<file path="src/rtl/pong_frame_controller.sv">
// Pong per-frame sequencer: on each vsync rising edge move paddle and ball,
// resolve collisions, then publish every position in the same cycle.
module pong_frame_controller #(
  parameter int GRAPHICS_WIDTH   = 1280,
  parameter int GRAPHICS_HEIGHT  = 800,
  parameter int BORDER_WIDTH     = 50,
  parameter int PADDLE_X         = 110,
  parameter int PADDLE_WIDTH     = 20,
  parameter int PADDLE_LENGTH    = 200,
  parameter int PADDLE_SPEED     = 10,
  parameter int PADDLE_START_Y   = 300,
  parameter int BALL_SIZE        = 16,
  parameter int BALL_SPEED       = 4,
  parameter int POSITION_REG_MAX = 11
) (
  input  logic                    pixel_clock,
  input  logic                    reset_n,
  input  logic                    vga_vertical_sync,
  input  logic                    button_north,
  input  logic                    button_south,
  output logic [POSITION_REG_MAX:0] paddle_y,
  output logic [POSITION_REG_MAX:0] ball_x,
  output logic [POSITION_REG_MAX:0] ball_y,
  output logic [3:0]              miss_count,
  output logic                    update_busy,
  output logic                    frame_done
);

  localparam int XW = POSITION_REG_MAX + 2;

  typedef logic [POSITION_REG_MAX:0] pos_t;
  typedef logic [XW-1:0]             wide_t;
  typedef enum logic [1:0] {
    IDLE, PADDLE, BALL, COLLIDE
  } state_t;

  localparam wide_t BORDER   = wide_t'(BORDER_WIDTH);
  localparam wide_t PAD_SPD  = wide_t'(PADDLE_SPEED);
  localparam wide_t PAD_LEN  = wide_t'(PADDLE_LENGTH);
  localparam wide_t PAD_MAX  =
    wide_t'(GRAPHICS_HEIGHT - BORDER_WIDTH - PADDLE_LENGTH);
  localparam wide_t BALL_SZ  = wide_t'(BALL_SIZE);
  localparam wide_t BALL_SPD = wide_t'(BALL_SPEED);
  localparam wide_t BOTTOM   = wide_t'(GRAPHICS_HEIGHT - BORDER_WIDTH);
  localparam wide_t RIGHT    = wide_t'(GRAPHICS_WIDTH - BORDER_WIDTH);
  localparam wide_t HIT_X    = wide_t'(PADDLE_X + PADDLE_WIDTH);

  localparam pos_t BORDER_P = pos_t'(BORDER_WIDTH);
  localparam pos_t PAD_RST  = pos_t'(PADDLE_START_Y);
  localparam pos_t Y_MAX    =
    pos_t'(GRAPHICS_HEIGHT - BORDER_WIDTH - BALL_SIZE);
  localparam pos_t X_MAX    =
    pos_t'(GRAPHICS_WIDTH - BORDER_WIDTH - BALL_SIZE);
  localparam pos_t X_CTR    = pos_t'(GRAPHICS_WIDTH / 2 - BALL_SIZE / 2);
  localparam pos_t Y_CTR    = pos_t'(GRAPHICS_HEIGHT / 2 - BALL_SIZE / 2);

  state_t state;
  logic   north_s1, north_s2, south_s1, south_s2;
  logic   vsync_q, tick;
  pos_t   pad_r, bx_r, by_r;
  wide_t  nx, ny;
  logic   dir_x, dir_y;
  wide_t  pad_w, bx_w, by_w;
  pos_t   pad_dn, pad_up;
  logic   hit_top, hit_bot, hit_right, on_paddle, hit_pad, missed;
  pos_t   x_next, y_next;
  logic   dx_next, dy_next, miss_inc;

  assign tick  = vga_vertical_sync & ~vsync_q;
  assign pad_w = wide_t'(pad_r);
  assign bx_w  = wide_t'(bx_r);
  assign by_w  = wide_t'(by_r);

  // compare before stepping so the clamp never wraps
  assign pad_dn = (pad_w < BORDER + PAD_SPD) ? BORDER_P
                : pad_r - pos_t'(PADDLE_SPEED);
  assign pad_up = (pad_w + PAD_SPD > PAD_MAX) ? pos_t'(PAD_MAX)
                : pad_r + pos_t'(PADDLE_SPEED);

  assign hit_top   = ny <= BORDER;
  assign hit_bot   = ny + BALL_SZ >= BOTTOM;
  assign hit_right = dir_x && (nx + BALL_SZ >= RIGHT);
  assign on_paddle = (by_w + BALL_SZ > pad_w) &&
                     (by_w < pad_w + PAD_LEN);
  assign hit_pad   = !dir_x && (bx_w >= HIT_X) &&
                     (nx < HIT_X) && on_paddle;
  assign missed    = !dir_x && (nx <= BORDER);

  always_comb begin
    x_next   = pos_t'(nx);
    y_next   = pos_t'(ny);
    dx_next  = dir_x;
    dy_next  = dir_y;
    miss_inc = 1'b0;
    unique case (1'b1)
      hit_top: begin
        y_next  = BORDER_P;
        dy_next = 1'b1;
      end
      hit_bot: begin
        y_next  = Y_MAX;
        dy_next = 1'b0;
      end
      default: ;
    endcase
    priority case (1'b1)
      hit_right: begin
        x_next  = X_MAX;
        dx_next = 1'b0;
      end
      hit_pad: begin
        x_next  = pos_t'(HIT_X);
        dx_next = 1'b1;
      end
      // a miss also discards whatever the y axis resolved to
      missed: begin
        x_next   = X_CTR;
        dx_next  = 1'b1;
        y_next   = Y_CTR;
        dy_next  = dir_y;
        miss_inc = 1'b1;
      end
      default: ;
    endcase
  end

  always_ff @(posedge pixel_clock or negedge reset_n) begin
    if (!reset_n) begin
      state       <= IDLE;
      north_s1    <= 1'b0;
      north_s2    <= 1'b0;
      south_s1    <= 1'b0;
      south_s2    <= 1'b0;
      vsync_q     <= 1'b1;
      pad_r       <= PAD_RST;
      bx_r        <= X_CTR;
      by_r        <= Y_CTR;
      nx          <= wide_t'(X_CTR);
      ny          <= wide_t'(Y_CTR);
      dir_x       <= 1'b0;
      dir_y       <= 1'b1;
      paddle_y    <= PAD_RST;
      ball_x      <= X_CTR;
      ball_y      <= Y_CTR;
      miss_count  <= 4'd0;
      update_busy <= 1'b0;
      frame_done  <= 1'b0;
    end else begin
      north_s1   <= button_north;
      north_s2   <= north_s1;
      south_s1   <= button_south;
      south_s2   <= south_s1;
      vsync_q    <= vga_vertical_sync;
      frame_done <= 1'b0;
      unique case (state)
        IDLE: begin
          if (tick) begin
            state       <= PADDLE;
            update_busy <= 1'b1;
          end
        end
        PADDLE: begin
          state <= BALL;
          unique case (1'b1)
            north_s2 && !south_s2: pad_r <= pad_dn;
            south_s2 && !north_s2: pad_r <= pad_up;
            default:               pad_r <= pad_r;
          endcase
        end
        BALL: begin
          state <= COLLIDE;
          nx <= dir_x ? bx_w + BALL_SPD
              : (bx_w >= BALL_SPD ? bx_w - BALL_SPD : '0);
          ny <= dir_y ? by_w + BALL_SPD
              : (by_w >= BALL_SPD ? by_w - BALL_SPD : '0);
        end
        COLLIDE: begin
          state       <= IDLE;
          update_busy <= 1'b0;
          frame_done  <= 1'b1;
          bx_r        <= x_next;
          by_r        <= y_next;
          dir_x       <= dx_next;
          dir_y       <= dy_next;
          paddle_y    <= pad_r;
          ball_x      <= x_next;
          ball_y      <= y_next;
          if (miss_inc && miss_count != 4'hf)
            miss_count <= miss_count + 4'd1;
        end
      endcase
    end
  end

endmodule
</file>
<file path="config.mk">
export PLATFORM = sky130hd
export DESIGN_NAME = pong_frame_controller
export DESIGN_NICKNAME = d
export VERILOG_FILES = /design/src/rtl/pong_frame_controller.sv
export SDC_FILE = /design/constraint.sdc
export NUM_CORES = 1
export LEC_CHECK = 0
export CAP_MARGIN = 20
export CORE_ASPECT_RATIO = 1.25
export CORE_MARGIN = 2
export CORE_UTILIZATION = 45
export CTS_BUF_LIST = sky130_fd_sc_hd__clkbuf_4 sky130_fd_sc_hd__clkbuf_8
export DETAILED_ROUTE_END_ITERATION = 7
export PLACE_DENSITY = 0.71
export SLEW_MARGIN = 5
export SYNTH_ARGS = -nofsm -noshare
export SYNTH_HDL_FRONTEND = slang
export SYNTH_SLANG_ARGS = --single-unit
</file>
<file path="constraint.sdc">
create_clock -name pixel_clock -period 6.9 [get_ports pixel_clock]
set_clock_uncertainty 0.15 [all_clocks]
set_input_delay 1.035 -clock pixel_clock [delete_from_list [all_inputs] [get_ports pixel_clock]]
set_output_delay 1.035 -clock pixel_clock [all_outputs]
set_load 0.02 [all_outputs]
</file>
==> results by group <==
Global route
  • Initial antenna violation count: 0
  • GR Util met3: 0.0360
  • Pin count of the biggest net entering global routing: 60
  • Met1 Track Usage GR: 0.304
  • Met2 GRT Util: 0.430
  • Gr ovfl total: 0
  • First-pass GRT wire length: between 20000 and 30000 µm
  • GR peak layer: met2
  • Number of global-route vias before repair: 5521
  • Gr usage total: 0.249

Route
  • # DRC: 0
  • Avg WL per Cell: between 15 and 20 µm
  • Vias post-DR: 5656
  • Initial DRT Pass Iterations: 5
  • Post-route ant nets: 0
  • Final wirelength: between 15000 and 20000 µm
  • DR vias/cell: around 6.4
  • Drt initial violations: around 560

Worst setup path
  • Critical path's largest stage delay: 0.54 ns
  • Worst Path Required: ~7 ns
  • Buf+Inv Stages, Crit Path: 0
  • RR Startpoint: by_r[4]
  • CP max-delay cell: o21ai_0
  • Crit-path cells: ha_1 -> and3_1 -> and3_1 -> xor2_1 -> ha_1 -> nand3_1 -> o311ai_0 -> o211ai_1 -> o21ai_0 -> o221ai_1
  • Critical Path AT: between 3 and 4 ns
  • Delay-heaviest family, CP: compound AO/OA/AOI/OAI gates
  • Reg2reg end: bx_r[2]
  • Worst-path fanout max: 11
  • Critical path class: register to register
  • Path depth of the worst reg2reg path: 10
  • Worst setup SP type: register
  • R2R Setup Slk: 3.23 ns
  • Crit path capture type: register

Final layout
  • Commonest non-fill, non-tap cell in the layout: dfrtp_1
  • Synthesis-to-finish area growth: 11.4%
  • Final net count: around 760
  • Cell Count, Final, Fillers Out: a little under 900
  • Fillers: about 1300
  • Most frequent cells in the layout: dfrtp_1 (61), nor2_1 (53), inv_1 (51), nand2_1 (48), a21oi_1 (46)
  • Inserted Diodes: 0
  • Layout cells sized above 1: 0.0979

Synthesis
  • Syn Nets: approximately 740
  • Post-synthesis adder-cell area fraction: 0.0880
  • Yosys Warn Count: 0
  • Main combinational cell family by area after synthesis: compound AO/OA/AOI/OAI gates
  • Ys flop type: dfrtp_1
  • Synth Register Bits: 87
  • Async SR Flop Fraction: 1.00
  • Sequential share of the synthesized area: 0.361
  • Mapped Avg Cell Area: roughly 8.8 µm²
  • Yosys cell types: 75
  • XOR/XNOR share of the synthesized area: 0.0372
  • Cells after Synth: 693
  • Compound-cell area share of the yosys netlist: 0.236
  • Simple-gate share of the synthesized area: 0.185
  • Post-synthesis mux area share: 0.0305
  • Post-synth EDFFs: 0
  • Synth Cell Area: ~6100 µm²

Floorplan
  • Die W: around 110 µm
  • Die area: 14500 µm²
  • CORE AREA: between 10000 and 15000 µm²
  • Num ports: 47
  • Initial core utilization: 0.460
  • # rows: 47
  • Die Y: approximately 130 µm

Worst hold path
  • Hold Crit Start: north_s1
  • Hold path cells: 0
  • Worst Hold Endpoint: north_s2
  • Hold WC Path Type: register to register

Clock tree
  • Sinks on Clock Net: 87
  • Skew-Pair Late Insertion Delay: ~0.38 ns
  • Clk root buf: clkbuf_8
  • Clk slew on worst S/H paths: ~0.1 ns
  • Maximum clock path buffer count: 2
  • Postcts setup bufs: 0
  • # resized after CTS: 0
  • CTS Buf Count: 9
  • H-tree depth: 3
  • Hold_buf cts: 0
  • CTS tree: done

Place
  • Routability congestion estimate: approximately 0.95
  • I/O Buffers: 45
  • DP HPWL: 12700 µm
  • Dpl ws: 3.31 ns
  • Placed Cells: between 800 and 900

Timing
  • Post-route minimum period: ~3.7 ns
  • Worst-Margin Slew: around 1 ns
  • FMAX: approximately 270 MHz
  • Final Slew Violations: 0
  • Final worst-path setup slack: 3.23 ns
  • Setup TNS: 0 ns
  • Final period util: 0.532
  • Slew headroom: 0.348
  • RSZ-0062 raised after global routing: no
  • Setup violators final: 0
  • Final hold vios: 0

Power
  • Max IR drop VDD: between 0.0002 and 0.00025 V
  • Static Leakage: approximately 2.8 nW
  • Pwr dens: roughly 450 nW/µm²

Flow run
  • Maxcap violations: 0

Outcome
  • Status: finished, final reports clean
## synthesized netlist by cell type (all sizes together) (4+ instances only)
| library cell | count | share of area |
|---|---|---|
| dfrtp | 61 | 0.25 |
| nor4 | 17 | 0.021 |
| a211oi | 15 | 0.018 |
| and3 | 11 | 0.011 |
| mux2i | 4 | 0.0065 |
| nand3 | 24 | 0.020 |
| o21ai | 34 | 0.028 |
| nand4 | 11 | 0.011 |
| a311oi | 4 | 0.0067 |
| a31oi | 9 | 0.0092 |
| a21o | 5 | 0.0061 |
| buf | 12 | 0.012 |
| inv | 51 | 0.031 |
| a211o | 5 | 0.0072 |
| mux2 | 13 | 0.024 |
| o311ai | 6 | 0.0086 |
| a221oi | 7 | 0.011 |
| o22ai | 10 | 0.010 |
| nor2 | 54 | 0.034 |
| nand2 | 48 | 0.029 |
| or4 | 4 | 0.0055 |
| or3 | 4 | 0.0041 |
| o31ai | 8 | 0.0098 |
| o211a | 5 | 0.0082 |
| o221ai | 5 | 0.0072 |
| nor3 | 17 | 0.014 |
| dfstp | 26 | 0.11 |
| xor2 | 8 | 0.011 |
| o211ai | 6 | 0.0074 |
| o2bb2ai | 5 | 0.0072 |
| clkbuf | 29 | 0.018 |
| a21oi | 47 | 0.039 |
| nand2b | 5 | 0.0051 |
| and4 | 4 | 0.0057 |
| xnor2 | 18 | 0.026 |
| o21bai | 4 | 0.0049 |
| and2 | 5 | 0.0051 |
| ha | 43 | 0.088 |
## state kept, by name (all words and copies together), names as in the netlist, 2 cells and up
register	cells
nx	13
ny	13
bx_r	12
by_r	12
pad_r	11
paddle_y	11
miss_count	4
state	2
## metrics by stage
| stage | total power, W | util | area (µm²) | hold WS, ns |
|---|---|---|---|---|
| 6_report | 0.00309 | 0.513 | 6810 | 0.210 |
| 3_3_place_gp | 0.00261 | 0.498 | 6610 | 0.191 |
| 4_1_cts | 0.00307 | 0.513 | 6810 | 0.215 |
| 2_1_floorplan | 0.00213 | - | 6120 | 0.181 |
| 5_1_grt | 0.00332 | 0.513 | 6810 | 0.220 |
| 3_5_place_dp | 0.00268 | 0.498 | 6610 | 0.195 |
## power breakdown
| part | total (W) | leakage, nW | internal [W] | switching [W] |
|---|---|---|---|---|
| clock | 0.000378 | 0.101 | 0.000174 | 0.000204 |
| combinational | 0.00164 | 1.66 | 0.000672 | 0.000968 |
| sequential | 0.00107 | 1.01 | 0.000740 | 0.000334 |
| total | 0.00309 | 2.77 | 0.00159 | 0.00151 |
## how the worst max path moves through the flow
stage	start	to	slack, ns	cells after the start
after floorplan	by_r[4]	bx_r[1]	3.64	12
after global placement	by_r[4]	by_r[9]	3.47	11
after detailed placement	pad_r[3]	by_r[9]	3.31	11
after CTS	pad_r[3]	by_r[9]	3.28	11
after global routing	by_r[6]	bx_r[5]	2.90	10
final	by_r[4]	bx_r[2]	3.23	10
## cell families after synthesis
logic type	count (synthesis)
compound gates	208
xor+xnor	26
fa+ha+maj	43
buf+inv	92
flops	87
mux	17
other cells	1
simple gates	219
## cell type report
cell class              count  area (µm²)  share of cell area
multi-input cells         514        3540               0.519
flip-flops and latches     87        2210               0.324
repair buffers             47         463              0.0679
well taps                 171         214              0.0314
inverters                  51         191              0.0281
clock buffers              10         131              0.0193
clock inverters             6        68.8              0.0101
## per-layer routing
layer  vias to the layer above  wire length [µm]
met4                         0               651
met5                         -                 0
met1                      2783              7220
met3                        50               903
met2                       221              8900
li1                       2602                 -
Note: power is estimated with default switching activity, not from simulation.
